**config.mk**
```make
export PLATFORM = sky130hd
export DESIGN_NAME = spi_counter_rx
export DESIGN_NICKNAME = d
export VERILOG_FILES = /design/src/rtl/spi_pkg.sv /design/src/rtl/sync_edge.sv /design/src/rtl/spi_counter_rx.sv
export SDC_FILE = /design/constraint.sdc
export NUM_CORES = 1
export LEC_CHECK = 0
export CAP_MARGIN = 20
export CORE_ASPECT_RATIO = 0.9
export CORE_UTILIZATION = 35
export CTS_CLUSTER_DIAMETER = 200
export DETAILED_ROUTE_END_ITERATION = 6
export PLACE_DENSITY = 0.62
export SLEW_MARGIN = 20
export SYNTH_ARGS = -nofsm -noshare
export SYNTH_HDL_FRONTEND = slang
export SYNTH_SLANG_ARGS = --single-unit
```
**constraint.sdc**
```tcl
create_clock -name clk -period 2 [get_ports clk]
set_input_delay 0.3 -clock clk [delete_from_list [all_inputs] [get_ports clk]]
set_output_delay 0.3 -clock clk [all_outputs]
set_load 0.01 [all_outputs]
```
**src/rtl/spi_pkg.sv**
```systemverilog
// Shared types and constants for the SPI counter receive path.
// Frame layout: byte0 = {2'b00, counter[13:8]}, byte1 = counter[7:0].
package spi_pkg;

    typedef enum logic [1:0] {
        IDLE,
        BYTE0,
        BYTE1,
        DRAIN
    } rx_state_e;

    localparam int unsigned FRAME_BITS  = 16;
    localparam int unsigned BYTE_BITS   = 8;
    localparam int unsigned HDR_BITS    = 2;
    localparam int unsigned BIT_CNT_MAX = 17;
    localparam logic [7:0]  SYNC_MARKER = 8'hA5;

    // A frame is accepted only with exactly FRAME_BITS bits and a zero header.
    function automatic logic frame_ok(input logic [4:0]            bit_cnt,
                                      input logic [FRAME_BITS-1:0] rx);
        return (bit_cnt == 5'(FRAME_BITS)) && (rx[FRAME_BITS-1 -: HDR_BITS] == '0);
    endfunction

endpackage

```
**src/rtl/sync_edge.sv**
```systemverilog
// Multi-stage synchroniser for an asynchronous input, with rise/fall detection
// against a one-cycle-delayed copy of the synchronised level.
module sync_edge #(
    parameter int unsigned SYNC_STAGES = 2,
    parameter logic        RESET_VAL   = 1'b0
) (
    input  logic clk,
    input  logic reset,
    input  logic i_sig,
    output logic o_level,
    output logic o_rise,
    output logic o_fall
);

    logic [SYNC_STAGES-1:0] sync_q, sync_d;
    logic                   prev_q, prev_d;

    always_comb begin
        sync_d = {sync_q[SYNC_STAGES-2:0], i_sig};
        prev_d = sync_q[SYNC_STAGES-1];
    end

    always_ff @(posedge clk or posedge reset) begin
        if (reset) begin
            sync_q <= {SYNC_STAGES{RESET_VAL}};
            prev_q <= RESET_VAL;
        end else begin
            sync_q <= sync_d;
            prev_q <= prev_d;
        end
    end

    always_comb begin
        o_level = sync_q[SYNC_STAGES-1];
        o_rise  = o_level & ~prev_q;
        o_fall  = ~o_level & prev_q;
    end

endmodule

```
**src/rtl/spi_counter_rx.sv**
```systemverilog
// SPI mode-0 slave receive stage: rebuilds 16-bit frames into a counter value and
// returns a sync marker plus an echo of the previous frame's first byte on miso.
module spi_counter_rx
    import spi_pkg::*;
#(
    parameter int unsigned SYNC_STAGES = 2,
    parameter int unsigned DATA_W      = 14
) (
    input  logic              clk,
    input  logic              reset,
    input  logic              sclk,
    input  logic              mosi,
    input  logic              ss,
    output logic              miso,
    output logic [DATA_W-1:0] o_counter,
    output logic              o_data_valid,
    output logic              o_frame_err
);

    logic sclk_level, sclk_rise, sclk_fall;
    logic ss_level, ss_rise, ss_fall;
    logic mosi_level, mosi_rise, mosi_fall;

    sync_edge #(
        .SYNC_STAGES (SYNC_STAGES),
        .RESET_VAL   (1'b0)
    ) u_sync_sclk (
        .clk     (clk),
        .reset   (reset),
        .i_sig   (sclk),
        .o_level (sclk_level),
        .o_rise  (sclk_rise),
        .o_fall  (sclk_fall)
    );

    // Select idles high, so its chain resets high to avoid a false fall out of reset.
    sync_edge #(
        .SYNC_STAGES (SYNC_STAGES),
        .RESET_VAL   (1'b1)
    ) u_sync_ss (
        .clk     (clk),
        .reset   (reset),
        .i_sig   (ss),
        .o_level (ss_level),
        .o_rise  (ss_rise),
        .o_fall  (ss_fall)
    );

    sync_edge #(
        .SYNC_STAGES (SYNC_STAGES),
        .RESET_VAL   (1'b0)
    ) u_sync_mosi (
        .clk     (clk),
        .reset   (reset),
        .i_sig   (mosi),
        .o_level (mosi_level),
        .o_rise  (mosi_rise),
        .o_fall  (mosi_fall)
    );

    logic unused_sync;
    assign unused_sync = ^{sclk_level, mosi_rise, mosi_fall};

    rx_state_e             state_q, state_d;
    logic [4:0]            bit_cnt_q, bit_cnt_d;
    logic [FRAME_BITS-1:0] rx_q, rx_d;
    logic [FRAME_BITS-1:0] tx_q, tx_d;
    logic [7:0]            echo_q, echo_d;
    logic [DATA_W-1:0]     counter_q, counter_d;
    logic                  valid_q, valid_d;
    logic                  err_q, err_d;

    logic sclk_rise_sel, sclk_fall_sel;
    assign sclk_rise_sel = sclk_rise & ~ss_level;
    assign sclk_fall_sel = sclk_fall & ~ss_level;

    always_comb begin
        state_d   = state_q;
        bit_cnt_d = bit_cnt_q;
        rx_d      = rx_q;
        tx_d      = tx_q;
        echo_d    = echo_q;
        counter_d = counter_q;
        valid_d   = 1'b0;
        err_d     = 1'b0;

        if (ss_rise && (state_q != IDLE)) begin
            state_d = IDLE;
            if (frame_ok(bit_cnt_q, rx_q)) begin
                counter_d = rx_q[DATA_W-1:0];
                echo_d    = rx_q[FRAME_BITS-1 -: 8];
                valid_d   = 1'b1;
            end else begin
                err_d = 1'b1;
            end
        end else begin
            case (state_q)
                IDLE: begin
                    if (ss_fall) begin
                        state_d   = BYTE0;
                        bit_cnt_d = '0;
                        rx_d      = '0;
                        tx_d      = {SYNC_MARKER, echo_q};
                    end
                end
                BYTE0, BYTE1: begin
                    if (sclk_rise_sel) begin
                        rx_d      = {rx_q[FRAME_BITS-2:0], mosi_level};
                        bit_cnt_d = bit_cnt_q + 5'd1;
                        if (state_q == BYTE0 && bit_cnt_d == 5'(BYTE_BITS)) begin
                            state_d = BYTE1;
                        end else if (state_q == BYTE1 && bit_cnt_d == 5'(FRAME_BITS)) begin
                            state_d = DRAIN;
                        end
                    end
                end
                DRAIN: begin
                    // Data is frozen; the count only moves so an over-long frame is flagged.
                    if (sclk_rise_sel && bit_cnt_q < 5'(BIT_CNT_MAX)) begin
                        bit_cnt_d = bit_cnt_q + 5'd1;
                    end
                end
                default: state_d = IDLE;
            endcase

            if (sclk_fall_sel && (state_q != IDLE)) begin
                tx_d = {tx_q[FRAME_BITS-2:0], 1'b0};
            end
        end
    end

    always_ff @(posedge clk or posedge reset) begin
        if (reset) begin
            state_q   <= IDLE;
            bit_cnt_q <= '0;
            rx_q      <= '0;
            tx_q      <= '0;
            echo_q    <= 8'h00;
            counter_q <= '0;
            valid_q   <= 1'b0;
            err_q     <= 1'b0;
        end else begin
            state_q   <= state_d;
            bit_cnt_q <= bit_cnt_d;
            rx_q      <= rx_d;
            tx_q      <= tx_d;
            echo_q    <= echo_d;
            counter_q <= counter_d;
            valid_q   <= valid_d;
            err_q     <= err_d;
        end
    end

    assign miso         = (state_q != IDLE) & tx_q[FRAME_BITS-1];
    assign o_counter    = counter_q;
    assign o_data_valid = valid_q;
    assign o_frame_err  = err_q;

endmodule

```
After elaboration in Yosys (flattened, before gate mapping)
Index checks and enable logic that the tools add are counted.
{"block": "word_totals", "reg_bits": 71}
{"block": "classes", "n_bitwise": 12, "order_cmp": 1, "muxes": 20, "eq_ne": 12, "addsub": 1, "n_reduce_logical": 19}
{"op": "$mux 16", "n": 5}
{"op": "$pmux 16 s2", "n": 1}
{"op": "$mux 5", "n": 3}
{"op": "$pmux 5 s3", "n": 1}
{"op": "$reduce_and 4->1", "n": 3}
{"op": "$eq 5x5->1 const B", "n": 2}
{"op": "$mux 2", "n": 5}
{"op": "$reduce_bool 2->1", "n": 4}
{"op": "$and 1x1->1", "n": 7}
{"op": "$logic_and 1x1->1", "n": 6}
{"op": "$ne 2x2->1 const B", "n": 3}
{"op": "$ne 3x3->1 const B", "n": 2}
{"op": "$add 5x1->5 const B", "n": 1}
{"op": "$eq 5x4->1 const B", "n": 1}
{"op": "$lt 5x5->1 const B", "n": 1}
{"op": "$not 1->1", "n": 5}
{"op": "$eq 2x2->1 const B", "n": 2}
{"op": "$logic_not 2->1", "n": 2}
{"op": "$mux 1", "n": 4}
{"op": "$ne 4x4->1 const B", "n": 1}
{"op": "$pmux 2 s2", "n": 1}
{"op": "$reduce_and 3->1", "n": 1}
{"op": "$reduce_bool 3->1", "n": 1}
{"op": "$eq 2x1->1 const B", "n": 1}
{"op": "2 further kinds", "n": 2}

Longest topological paths before layout
Gate-level depths: netlist of the first run.
{"block": "logic_depth", "depth_word": 8, "depth_mapped": 9, "mapped_depth_nobuf": 7}

Modules after synthesis
From an unflattened synthesis of the first run, not the netlist that was laid out.
{"block": "hier_totals", "cells_unflattened": 264, "area_unflattened_um2": 2877.8}
{"mod": "spi_counter_rx", "seq_area_each_um2": 1426.4, "area_per_inst_um2": 2592.5, "instances": 1, "cells_per_inst": 246}
{"mod": "sync_edge (u_sync_mosi ...)", "seq_area_each_um2": 75.1, "area_per_inst_um2": 93.8, "instances": 2, "cells_per_inst": 6}
{"mod": "sync_edge (u_sync_ss)", "seq_area_each_um2": 78.8, "area_per_inst_um2": 97.6, "instances": 1, "cells_per_inst": 6}

Worst setup path after synthesis of the first run
No wires, ideal clock.
{"block": "synth_path", "path_type": "register to register", "start": "register state_q[0]", "end": "register tx_q[1]", "setup_ns": 0.082, "required_ns": 1.918, "t_arrival_ns": 1.902, "slack_ns": 0.017, "synth_period_minus_slack_ns": 1.983, "stages_incl_launch_ff": 8, "path_cell_list": "dfrtp_1 > inv_1 > ha_1 > or4b_2 > nand2_1 > buf_2 > nor2_1 > a31oi_1"}
{"block": "synth_via", "elab_chain_len": 4, "elab_cells_between_ends": 9, "classes_between": "mux: 1; bitwise: 1; reduce/logical: 7"}
{"element": "start, declared", "line_no": "spi_counter_rx.sv:64", "rtl": "rx_state_e state_q, state_d;"}
{"element": "start signal, assigned", "line_no": "spi_counter_rx.sv:143", "rtl": "state_q <= state_d;"}
{"element": "$reduce_bool 2->1", "line_no": "spi_counter_rx.sv:87, spi_counter_rx.sv:126"}
{"element": "$logic_and 1x1->1 (on tied branches)", "line_no": "spi_counter_rx.sv:126, spi_counter_rx.sv:87"}
{"element": "$reduce_bool 2->1 (no source line) / $not 1->1 (equally long branches)"}
{"element": "$reduce_and 3->1 (no source line)"}
{"element": "end signal, assigned", "line_no": "spi_counter_rx.sv:146", "rtl": "tx_q <= tx_d;"}
{"element": "end, declared", "line_no": "spi_counter_rx.sv:67", "rtl": "logic [FRAME_BITS-1:0] tx_q, tx_d;"}
Parallel ways exist; a longest one is shown, timed or not.
A chain may end at the register's enable or synchronous reset.

Final worst setup path of the first run
{"block": "layout_path", "start": "register bit_cnt_q[0]", "end": "register state_q[0]"}
{"block": "layout_via", "elab_chain_len": 7, "elab_cells_between_ends": 11, "classes_between": "add/sub: 1; eq/ne: 3; mux: 4; reduce/logical: 3"}
{"element": "start, declared", "line_no": "spi_counter_rx.sv:65", "rtl": "logic [4:0] bit_cnt_q, bit_cnt_d;"}
{"element": "start signal, assigned", "line_no": "spi_counter_rx.sv:144", "rtl": "bit_cnt_q <= bit_cnt_d;"}
{"element": "$add 5x1->5 *", "line_no": "spi_counter_rx.sv:109", "rtl": "bit_cnt_d = bit_cnt_q + 5'd1;"}
{"element": "$eq 5x4->1", "line_no": "spi_counter_rx.sv:110", "rtl": "if (state_q == BYTE0 && bit_cnt_d == 5'(BYTE_BITS)) begin"}
{"element": "$logic_and 1x1->1", "line_no": "spi_counter_rx.sv:110"}
{"element": "$mux 2", "line_no": "spi_counter_rx.sv:110"}
{"element": "$mux 2", "line_no": "spi_counter_rx.sv:107", "rtl": "if (sclk_rise_sel) begin"}
{"element": "$pmux 2 s2", "line_no": "spi_counter_rx.sv:97", "rtl": "case (state_q)"}
{"element": "$mux 2", "line_no": "spi_counter_rx.sv:87", "rtl": "if (ss_rise && (state_q != IDLE)) begin"}
Mark *: on every way between the ends. The rest lies on a longest branch, timed or not. The select of a mux whose other input is x is not followed.

==> run metrics, run 1 <==
Clock Skews=0.00780 ns; first drt pass iteration count=5; Critical Path End=state_q[0]; Post-DRT Antenna Nets=0; reg2reg setup slack=0.13 ns; routed via count=1955; Critical Path AT=2.09 ns; Crit path required time=2.21 ns; Max-cap violations=0; Total GRT Usage=0.133; Max-slew headroom=0.724; final wirelength=5150 µm; CTS root buffer=clkbuf_8; layout cells sized above 1=0.168; RSZ-0062 raised after global routing=false; Post-synth EDFFs=0; first-pass GRT wire length=8760 µm; Critical Path Max Stage Delay=0.38 ns; Netlist cell types=37; Worst Tran Pin Value=0.413 ns; number of remaining DRC errors=0; metal3 WL=266 µm; DP Wirelength=3390 µm; register area share after synthesis=0.578; Clock Path Buffers=2; Mapped Cells=264; site row count=30; final setup TNS=0 ns; leakage=0.00157 µW; met1 WL=2600 µm; Die H=87.2 µm; I/O pin cnt=22; final hold violations=0; vias in the first global route=1867; Setup violations, final=0; dominant cell type by area after synthesis=dfrtp_1; port bufs=21; worst setup path class=reg2reg; CP endpoint kind=flip-flop; grt total ovfl=0; n_diodes=0; fillers=750; Detailed Route Iter0 Violations=81; R2R Path End=state_q[0]; CTS hold repair buffers=0; top cells by area, synth=dfrtp_1, nand2_1, mux2_2; Synth Area in Compound Gates=0.0932; Worst Path Max Fanout=4; Final Core Density=0.438; H-tree depth=3; syn_nets=276; Area Growth Syn to Fin=19.0%; most numerous cell in the Yosys netlist=dfrtp_1; Fmax=534 MHz; CP startpoint kind=flip-flop; core area=0.00766 mm²; pin count of the biggest net entering global routing=66; placed cells=377; antenna violations before repair=0; synthesized cell area=0.00282 mm²; Reg clk slew, reported paths=0.07 ns; top routing layer used=met4; drt wl/cell=13.1 µm; share of the synthesized area in the top cell type=0.550; postcts setup bufs=0; total CTS buffers=9; layout net count=304; FFs w/ async S/R, synth=1.00; minimum clock period=1.87 ns; largest family of logic cells by synthesized area=simple AND/OR/NAND/NOR gates; Post-Synth Adder-Cell Area=0.0311; Synthesis Warnings=0; reg2reg path depth=6; Synth Flop Type=dfrtp_1; synthesis-stage register bit count=65; Skew-Pair Late Insertion Delay=0.33 ns; Final Max Slew Viols=0; CP Launch Point=bit_cnt_q[0]; vias per cell=4.97; RD Place Congestion=0.855; Worst R2R Start=bit_cnt_q[0]; Post-Synth Simple-Gate Area=0.183; mux cell area share after synthesis=0.0599; met2 wire length=2250 µm; Worst path slowest cell=o32a_1; DP Worst Slack=0.0747 ns; Min-Delay Path Class=in2async; status=finished clean; slack of the critical path=0.126 ns; XOR/XNOR Fraction of Synth Area=0.00621; clock sink count=65; die width=96.6 µm; top cells by count, synth=dfrtp_1, nand2_1, nand3_1; pwr/cell area=1200 mW/mm²; die footprint=0.00842 mm²; IR drop worst, VDD=0.000660 V; syn_area_per_cell=10.7 µm²; Initial Utilization=0.368; Final period util=0.937; crit path cell chain=ha_1 > nand3_1 > and2_1 > o32a_1 > a2bb2oi_1 > o311a_1; TritonCTS clock tree=built; non-filler cells, final=393
## worst max-delay path: cells and delay by family, from the launching register on
| kind | cells | cell delay [ns] |
|---|---|---|
| compound gates | 3 | 0.88 |
| fa+ha+maj | 1 | 0.21 |
| flops | 1 | 0.35 |
| simple gates | 2 | 0.32 |
## repair_timing
item	in CTS	in global routing
setup endpoints to repair	1	1
gates resized for setup	2	1
hold endpoints to repair	0	0
## area by class of cell
type                       count  area [µm²]  area share
sequential                    65        1630       0.486
multi-input combinational    173        1060       0.317
timing repair buffer          35         352       0.105
clock buffer                  15         156      0.0466
tap                           96         120      0.0358
inverter                       8        30.0     0.00895
clock inverter                 1        5.00     0.00149
## cells by family (layout without fill, tap and decap cells)
group	Yosys count	count (layout)
and+or+nand+nor	114	114
DFF	65	65
AOI/OAI and AO/OA	35	35
buffers and inverters	26	59
muxes	15	15
adders and majority gates	7	7
xor gates and xnor gates	2	2
## how the worst min path moves through the flow
| stage | from | end |
|---|---|---|
| detailed placement | u_sync_mosi.sync_q[0] | u_sync_mosi.sync_q[1] |
| finish | reset | tx_q[10] |
| CTS | u_sync_ss.sync_q[0] | u_sync_ss.sync_q[1] |
| global route | u_sync_ss.sync_q[0] | u_sync_ss.sync_q[1] |
| floorplan | ss | u_sync_ss.sync_q[0] |
| global placement | u_sync_mosi.sync_q[0] | u_sync_mosi.sync_q[1] |
## placed cells by master (no fill, tap or decap), types with 6 or more instances in the layout
cell	count
clkbuf_8	10
nor2_1	12
dfrtp_1	62
clkdlybuf4s50_1	20
o21ai_0	8
nand2_1	59
inv_1	7
buf_4	11
a31oi_1	8
ha_1	6
nand3_1	23
mux2_2	15
## layer usage
metal / vias up / global-route usage
li1: 950 / -
met5: - / 0
met3: 5 / 0.0506
met2: 49 / 0.203
met4: 0 / 0.0407
met1: 951 / 0.178
## state kept, by name (all words and copies together), names as in the netlist
| register | count |
|---|---|
| bit_cnt_q | 5 |
| tx_q | 16 |
| o_data_valid | 1 |
| u_sync_sclk.sync_q | 2 |
| u_sync_ss.sync_q | 2 |
| u_sync_mosi.sync_q | 2 |
| state_q | 2 |
| o_counter | 8 |
| o_frame_err | 1 |
| rx_q | 16 |
| u_sync_sclk.prev_q | 1 |
| u_sync_ss.prev_q | 1 |
| echo_q | 8 |
## report_power, final
| group | total, µW | switching (µW) | leakage, µW | internal [µW] |
|---|---|---|---|---|
| sequential | 1740 | 167 | 0.000845 | 1580 |
| clock | 938 | 453 | 0.0000817 | 485 |
| combinational | 1360 | 792 | 0.000644 | 572 |
| total | 4040 | 1410 | 0.00157 | 2630 |
## per-stage QoR
| step | cell area (µm²) | total power [µW] | hold slack (ns) |
|---|---|---|---|
| after floorplan | 2820 | 2710 | 0.304 |
| after global placement | 3190 | 3110 | 0.333 |
| after detailed placement | 3190 | 3140 | 0.338 |
| after CTS | 3350 | 4100 | 0.352 |
| after global routing | 3360 | 4340 | 0.364 |
| final | 3360 | 4040 | 0.349 |
Power figures use the tool's default switching activity.
==> inputs of run 2 (changes only) <==
--- a/config.mk
+++ b/config.mk
@@ -5,6 +5,7 @@
 export SDC_FILE = /design/constraint.sdc
 export NUM_CORES = 1
 export LEC_CHECK = 0
+export ABC_AREA = 1
 export CAP_MARGIN = 20
 export CORE_ASPECT_RATIO = 0.9
 export CORE_UTILIZATION = 35
==> run 2 against run 1 <==
  * Design area up 0.60%
  * Global-route usage up 0.23 points
  * Synthesized cell count up 19%
  * Via count up 5.1%
  * Sequential share of layout area down 0.29 points
  * Clock skew about the same
  * Register-to-register slack better by 0.08 ns
  * Critical path depth up 1
  * Critical endpoint is now tx_q[7]
  * Largest cell class unchanged
  * Highest routed layer unchanged
==> run metrics, run 2 <==
status=finished clean; Mapped Cells=314 (+19%); leakage=0.00158 µW (+0.90%); Post-synth EDFFs=0 (unchanged); drt wl/cell=11.9 µm (-9.1%); IR drop worst, VDD=0.000432 V (-35%); syn_nets=326 (+18%); dominant cell type by area after synthesis=dfrtp_1; vias per cell=4.70 (-5.5%); most numerous cell in the Yosys netlist=nand2_1; Final Max Slew Viols=0 (unchanged); Min-Delay Path Class=in2async; Skew-Pair Late Insertion Delay=0.34 ns (about the same); synthesis-stage register bit count=65 (unchanged); vias in the first global route=1945 (+4.2%); Synthesis Warnings=0 (unchanged); pwr/cell area=1180 mW/mm² (-2.3%); Critical Path AT=2.00 ns (-0.09 ns); layout net count=345 (+13%); site row count=31 (+3.3%); CP startpoint kind=flip-flop; number of remaining DRC errors=0 (unchanged); synthesized cell area=0.00293 mm² (+3.7%); DP Worst Slack=0.194 ns (+0.120 ns); Area Growth Syn to Fin=15.4%; largest registers=rx_q: 16 flops, tx_q: 16 flops; most frequent cells in the layout=nand2_1, dfrtp_1, inv_1; die footprint=0.00873 mm² (+3.6%); syn_area_per_cell=9.32 µm² (-13%); routed via count=2054 (+5.1%); register area share after synthesis=0.557 (-0.0208); core area=0.00807 mm² (+5.4%); I/O pin cnt=22 (unchanged); Max-cap violations=0 (unchanged); layout cells sized above 1=0.112 (-0.0559); CTS root buffer=clkbuf_8; Clock Skews=0.00788 ns (+0.0000793 ns); final wirelength=5200 µm (+1.1%); Initial Utilization=0.363 (-0.00571); worst setup path class=reg2reg; n_diodes=0 (unchanged); most common cell after layout, fill and taps aside=nand2_1; Die H=88.7 µm (+1.8%); first-pass GRT wire length=9090 µm (+3.9%); Netlist cell types=28 (-24%); FFs w/ async S/R, synth=1.00 (unchanged); Crit path required time=2.20 ns (about the same); final setup TNS=0 ns (unchanged); H-tree depth=3 (unchanged); RSZ-0062 raised after global routing=false; first drt pass iteration count=4 (-1); port bufs=21 (unchanged); Final Core Density=0.419 (-0.0198); Fmax=556 MHz (+4.2%); top cells by area, synth=dfrtp_1, nand2_1, o21ai_0; total CTS buffers=9 (unchanged); slack of the critical path=0.201 ns (+0.0754 ns); die width=98.4 µm (+1.8%); Final period util=0.899 (-0.0377); DP Wirelength=3490 µm (+2.9%); Detailed Route Iter0 Violations=75 (-7.4%); final hold violations=0 (unchanged); CP endpoint kind=flip-flop; Setup violations, final=0 (unchanged); top cells by count, synth=nand2_1, dfrtp_1, inv_1; Worst Tran Pin Value=0.589 ns (+0.176 ns); grt total ovfl=0 (unchanged); Clock Path Buffers=2 (unchanged); minimum clock period=1.80 ns (-0.0754 ns); Max-slew headroom=0.607 (-0.118); antenna violations before repair=0 (unchanged); Synth Flop Type=dfrtp_1; share of the synthesized area in the top cell type=0.530 (-0.0198); TritonCTS clock tree=built; RD Place Congestion=0.865 (+1.1%); pin count of the biggest net entering global routing=66 (unchanged); Reg clk slew, reported paths=0.07 ns (about the same); Total GRT Usage=0.136 (+0.00225); Post-DRT Antenna Nets=0 (unchanged); Worst Path Max Fanout=22 (+18); clock sink count=65 (unchanged)
-- run 2: cell types whose count changed in the layout (fill, tap and decap cells not counted), moves of 5 or more --
cell and delta:
o21ai_1 +9, inv_1 +36, nor2_1 +6, a31oi_1 -8, nand2b_1 -5, o21ai_0 +27
mux2i_1 +5, mux2_2 -15, buf_4 -8, nand4_1 +5
-- run 2: final timing paths --
kind | start | end | slack, ns | depth (start not counted)
worst max-delay path | state_q[0] | tx_q[7] | 0.20 | 7
worst min-delay path | reset | bit_cnt_q[3] | 0.33 | 3
worst max register to register | state_q[0] | tx_q[7] | 0.20 | 7
worst min register to register | u_sync_sclk.sync_q[0] | u_sync_sclk.sync_q[1] | 0.35 | 0
max in group asynchronous | reset | u_sync_ss.sync_q[0] | 1.35 | 3
min in group clk | u_sync_sclk.sync_q[0] | u_sync_sclk.sync_q[1] | 0.35 | 0
-- run 2: worst max-delay path: stages, from the launching register on --
cell and delay, ns:
dfrtp_1 0.41, inv_1 0.10, ha_1 0.20, inv_2 0.12
nand4_4 0.11, nand2_2 0.08, inv_1 0.44, o21ai_0 0.20
-- run 2: cells by family after synthesis --
group | count (synthesis) | share of synthesized area
adder cells (fa/ha/maj) | 7 | 0.0299
buffers and inverters | 64 | 0.106
AO/OA/AOI/OAI | 55 | 0.101
AND/OR/NAND/NOR | 118 | 0.189
flip-flops | 65 | 0.557
multiplexers | 5 | 0.0171
-- run 2: final cells by class --
type / count / area, µm²
sequential: 65 / 1630
multi-input combinational: 185 / 983
timing repair buffer: 26 / 272
fill: 807 / 4690
tap: 99 / 124
clock inverter: 6 / 67.6
inverter: 46 / 173
clock buffer: 10 / 128
-- run 2: report_power, final --
part	internal [µW]	switching [µW]
Combinational	422	831
Sequential	1500	128
Clock	579	512
Total	2500	1470
-- run 2: per-layer routing --
layer / track usage / up-vias / share of wire
li1: - / 1034 / -
met1: 0.172 / 980 / 0.48
met2: 0.211 / 30 / 0.46
met3: 0.0442 / 10 / 0.033
met4: 0.0692 / 0 / 0.020
met5: 0 / - / 0
-- run 2: metrics by stage --
step	std cells	hold WS [ns]	instance area, µm²	total power, µW
2_1_floorplan	314	0.304	2930	2620
3_3_place_gp	421	0.336	3180	2880
3_5_place_dp	421	0.343	3180	2920
4_1_cts	437	0.347	3380	4030
5_1_grt	437	0.357	3380	4280
6_report	437	0.331	3380	3970
-- run 2: repair_timing --
| item | CTS | global route |
|---|---|---|
| setup buffers | 0 | 0 |
| gates resized for setup | 1 | 0 |
| setup endpoints to repair | 1 | 0 |
| hold buffers | 0 | 0 |
==> inputs of run 3 (changes only) <==
--- a/config.mk
+++ b/config.mk
@@ -6,13 +6,11 @@
 export NUM_CORES = 1
 export LEC_CHECK = 0
 export ABC_AREA = 1
-export CAP_MARGIN = 20
 export CORE_ASPECT_RATIO = 0.9
 export CORE_UTILIZATION = 35
 export CTS_CLUSTER_DIAMETER = 200
 export DETAILED_ROUTE_END_ITERATION = 6
-export PLACE_DENSITY = 0.62
-export SLEW_MARGIN = 20
+export PLACE_DENSITY = 0.6
 export SYNTH_ARGS = -nofsm -noshare
 export SYNTH_HDL_FRONTEND = slang
 export SYNTH_SLANG_ARGS = --single-unit
==> constraint.sdc (replaced) <==
create_clock -name clk -period 2.07 [get_ports clk]
set_input_delay 0.3105 -clock clk [delete_from_list [all_inputs] [get_ports clk]]
set_output_delay 0.3105 -clock clk [all_outputs]
set_load 0.01 [all_outputs]
==> run 3 against run 2 <==
  * Routed wire length grew 1.2%
  * Non-clock buffer count is the same
  * Sequential power shrank 4%
  * Critical path type is now reg2out
==> run metrics, run 3 (synthesis gave the netlist of run 2 again) <==
die width=98.4 µm (unchanged); CP endpoint kind=primary output; met1 WL=2590 µm (+3.0%); n_diodes=0 (unchanged); TritonCTS clock tree=built; CTS root buffer=clkbuf_8; final wirelength=5260 µm (+1.2%); largest registers=rx_q: 16 flops, tx_q: 16 flops; Setup violations, final=0 (unchanged); Detailed Route Iter0 Violations=58 (-23%); Max-cap violations=0 (unchanged); H-tree depth=3 (unchanged); Final period util=0.861; CTS hold repair buffers=0 (unchanged); vias per cell=4.72 (+0.44%); first-pass GRT wire length=9270 µm (+2.0%); leakage=0.00159 µW (+0.31%); area taken by multi-input logic gates=983 µm² (unchanged); final setup TNS=0 ns (unchanged); DP Wirelength=3410 µm (-2.4%); total CTS buffers=9 (unchanged); Comb pwr share=0.308 (-0.007); final hold violations=0 (unchanged); routed via count=2063 (+0.44%); sequential share of power=0.406 (-0.004); Reg clk slew, reported paths=0.08 ns (about the same); CP startpoint kind=flip-flop; IR drop worst, VDD=0.000362 V (-16%); Skew-Pair Late Insertion Delay=0.34 ns (about the same); layout net count=345 (unchanged); pwr/cell area=1140 mW/mm² (-3.0%); Internal=2420 µW (-3.2%); Final Max Slew Viols=0 (unchanged); Die H=88.7 µm (unchanged); die footprint=0.00873 mm² (unchanged); switching power=1440 µW (-2.1%); switching share of power=0.373 (+0.00274); Min-Delay Path Class=in2async; metal3 WL=181 µm (+6.5%); Worst Path Max Fanout=4 (-82%); Clock Skews=0.0107 ns (+0.00277 ns); clock sink count=65 (unchanged); Initial Utilization=0.363 (unchanged); RD Place Congestion=0.801 (-7.4%); number of remaining DRC errors=0 (unchanged); Post-DRT Antenna Nets=0 (unchanged); Total GRT Usage=0.139 (+0.00286); pin count of the biggest net entering global routing=66 (unchanged); top routing layer used=met4; Max-slew headroom=0.623 (+0.0162); core area=0.00807 mm² (unchanged); Critical Path AT=1.47 ns (-0.53 ns); grt total ovfl=0 (unchanged); met2 wire length=2410 µm (-0.21%); RSZ-0062 raised after global routing=false; antenna violations before repair=0 (unchanged); most common cell after layout, fill and taps aside=nand2_1; port bufs=21 (unchanged); Worst Tran Pin Value=0.565 ns (-0.0243 ns); worst hold slack=0.339 ns (+0.00766 ns); clock share of power=0.286 (+0.011); first drt pass iteration count=6 (+2); Area Growth Syn to Fin=15.7%; I/O pin cnt=22 (unchanged); Crit path required time=1.76 ns (-0.44 ns); minimum clock period=1.78 ns; most frequent cells in the layout=nand2_1, dfrtp_1, inv_1; drt wl/cell=12.0 µm (+1.2%); site row count=31 (unchanged); worst setup path class=reg2out; layout cells sized above 1=0.115 (+0.00296); Fmax=561 MHz; Clock Path Buffers=2 (unchanged); register area=0.00163 mm² (unchanged); status=finished clean; vias in the first global route=1909 (-1.9%); fillers=821 (+1.7%)
[run 3: area by class of cell]
cell class | count | share of cell area
multi-input cells | 185 | 0.291
flip-flops and latches | 65 | 0.482
inverters | 46 | 0.0510
clock buffers | 9 | 0.0366
clock inverters | 7 | 0.0233
repair buffers | 26 | 0.0802
well taps | 99 | 0.0366
[run 3: worst paths after layout]
kind                                     start                   to  slack, ns  depth (start not counted)
min in group clk           u_sync_ss.sync_q[0]  u_sync_ss.sync_q[1]       0.35                          0
max                                 state_q[0]                 miso       0.29                          4
min reg2reg                u_sync_ss.sync_q[0]  u_sync_ss.sync_q[1]       0.35                          0
min                                      reset         bit_cnt_q[2]       0.34                          3
max in group asynchronous                reset  u_sync_ss.sync_q[0]       1.41                          3
max reg2reg                         state_q[0]         o_counter[2]       0.31                          9
[run 3: critical path, stage by stage, from the launching register on]
cell and delay, ns:
dfrtp_1 0.40, inv_1 0.08, ha_1 0.23, nor2_1 0.14
dlygate4sd2_1 0.28
[run 3: power groups by stage]
stage / Sequential, µW / Combinational [µW] / Clock (µW)
4_1_cts: 1570 / 1210 / 1140
3_5_place_dp: 1590 / 1220 / 0
3_3_place_gp: 1590 / 1200 / 0
5_1_grt: 1600 / 1390 / 1200
6_report: 1570 / 1190 / 1100
2_1_floorplan: 1560 / 969 / 0
[run 3: per-layer routing]
| layer | vias to the layer above | GRT usage |
|---|---|---|
| li1 | 1032 | - |
| met1 | 991 | 0.182 |
| met2 | 32 | 0.213 |
| met3 | 8 | 0.0458 |
| met4 | 0 | 0.0570 |
| met5 | - | 0 |
[run 3: metrics by stage]
step	total power, µW	instance area, µm²	setup WS (ns)	cells	utilization
after CTS	3930	3380	0.264	437	0.420
after floorplan	2530	2930	0.138	314	-
after global routing	4190	3380	0.0621	437	0.420
final	3860	3380	0.287	437	0.420
after global placement	2790	3180	0.368	421	0.395
after detailed placement	2810	3180	0.291	421	0.395
[run 3: timing repair]
item	CTS	global route
endpoints found under the setup margin	1	0
setup buffers	0	0
gates resized for setup	1	0
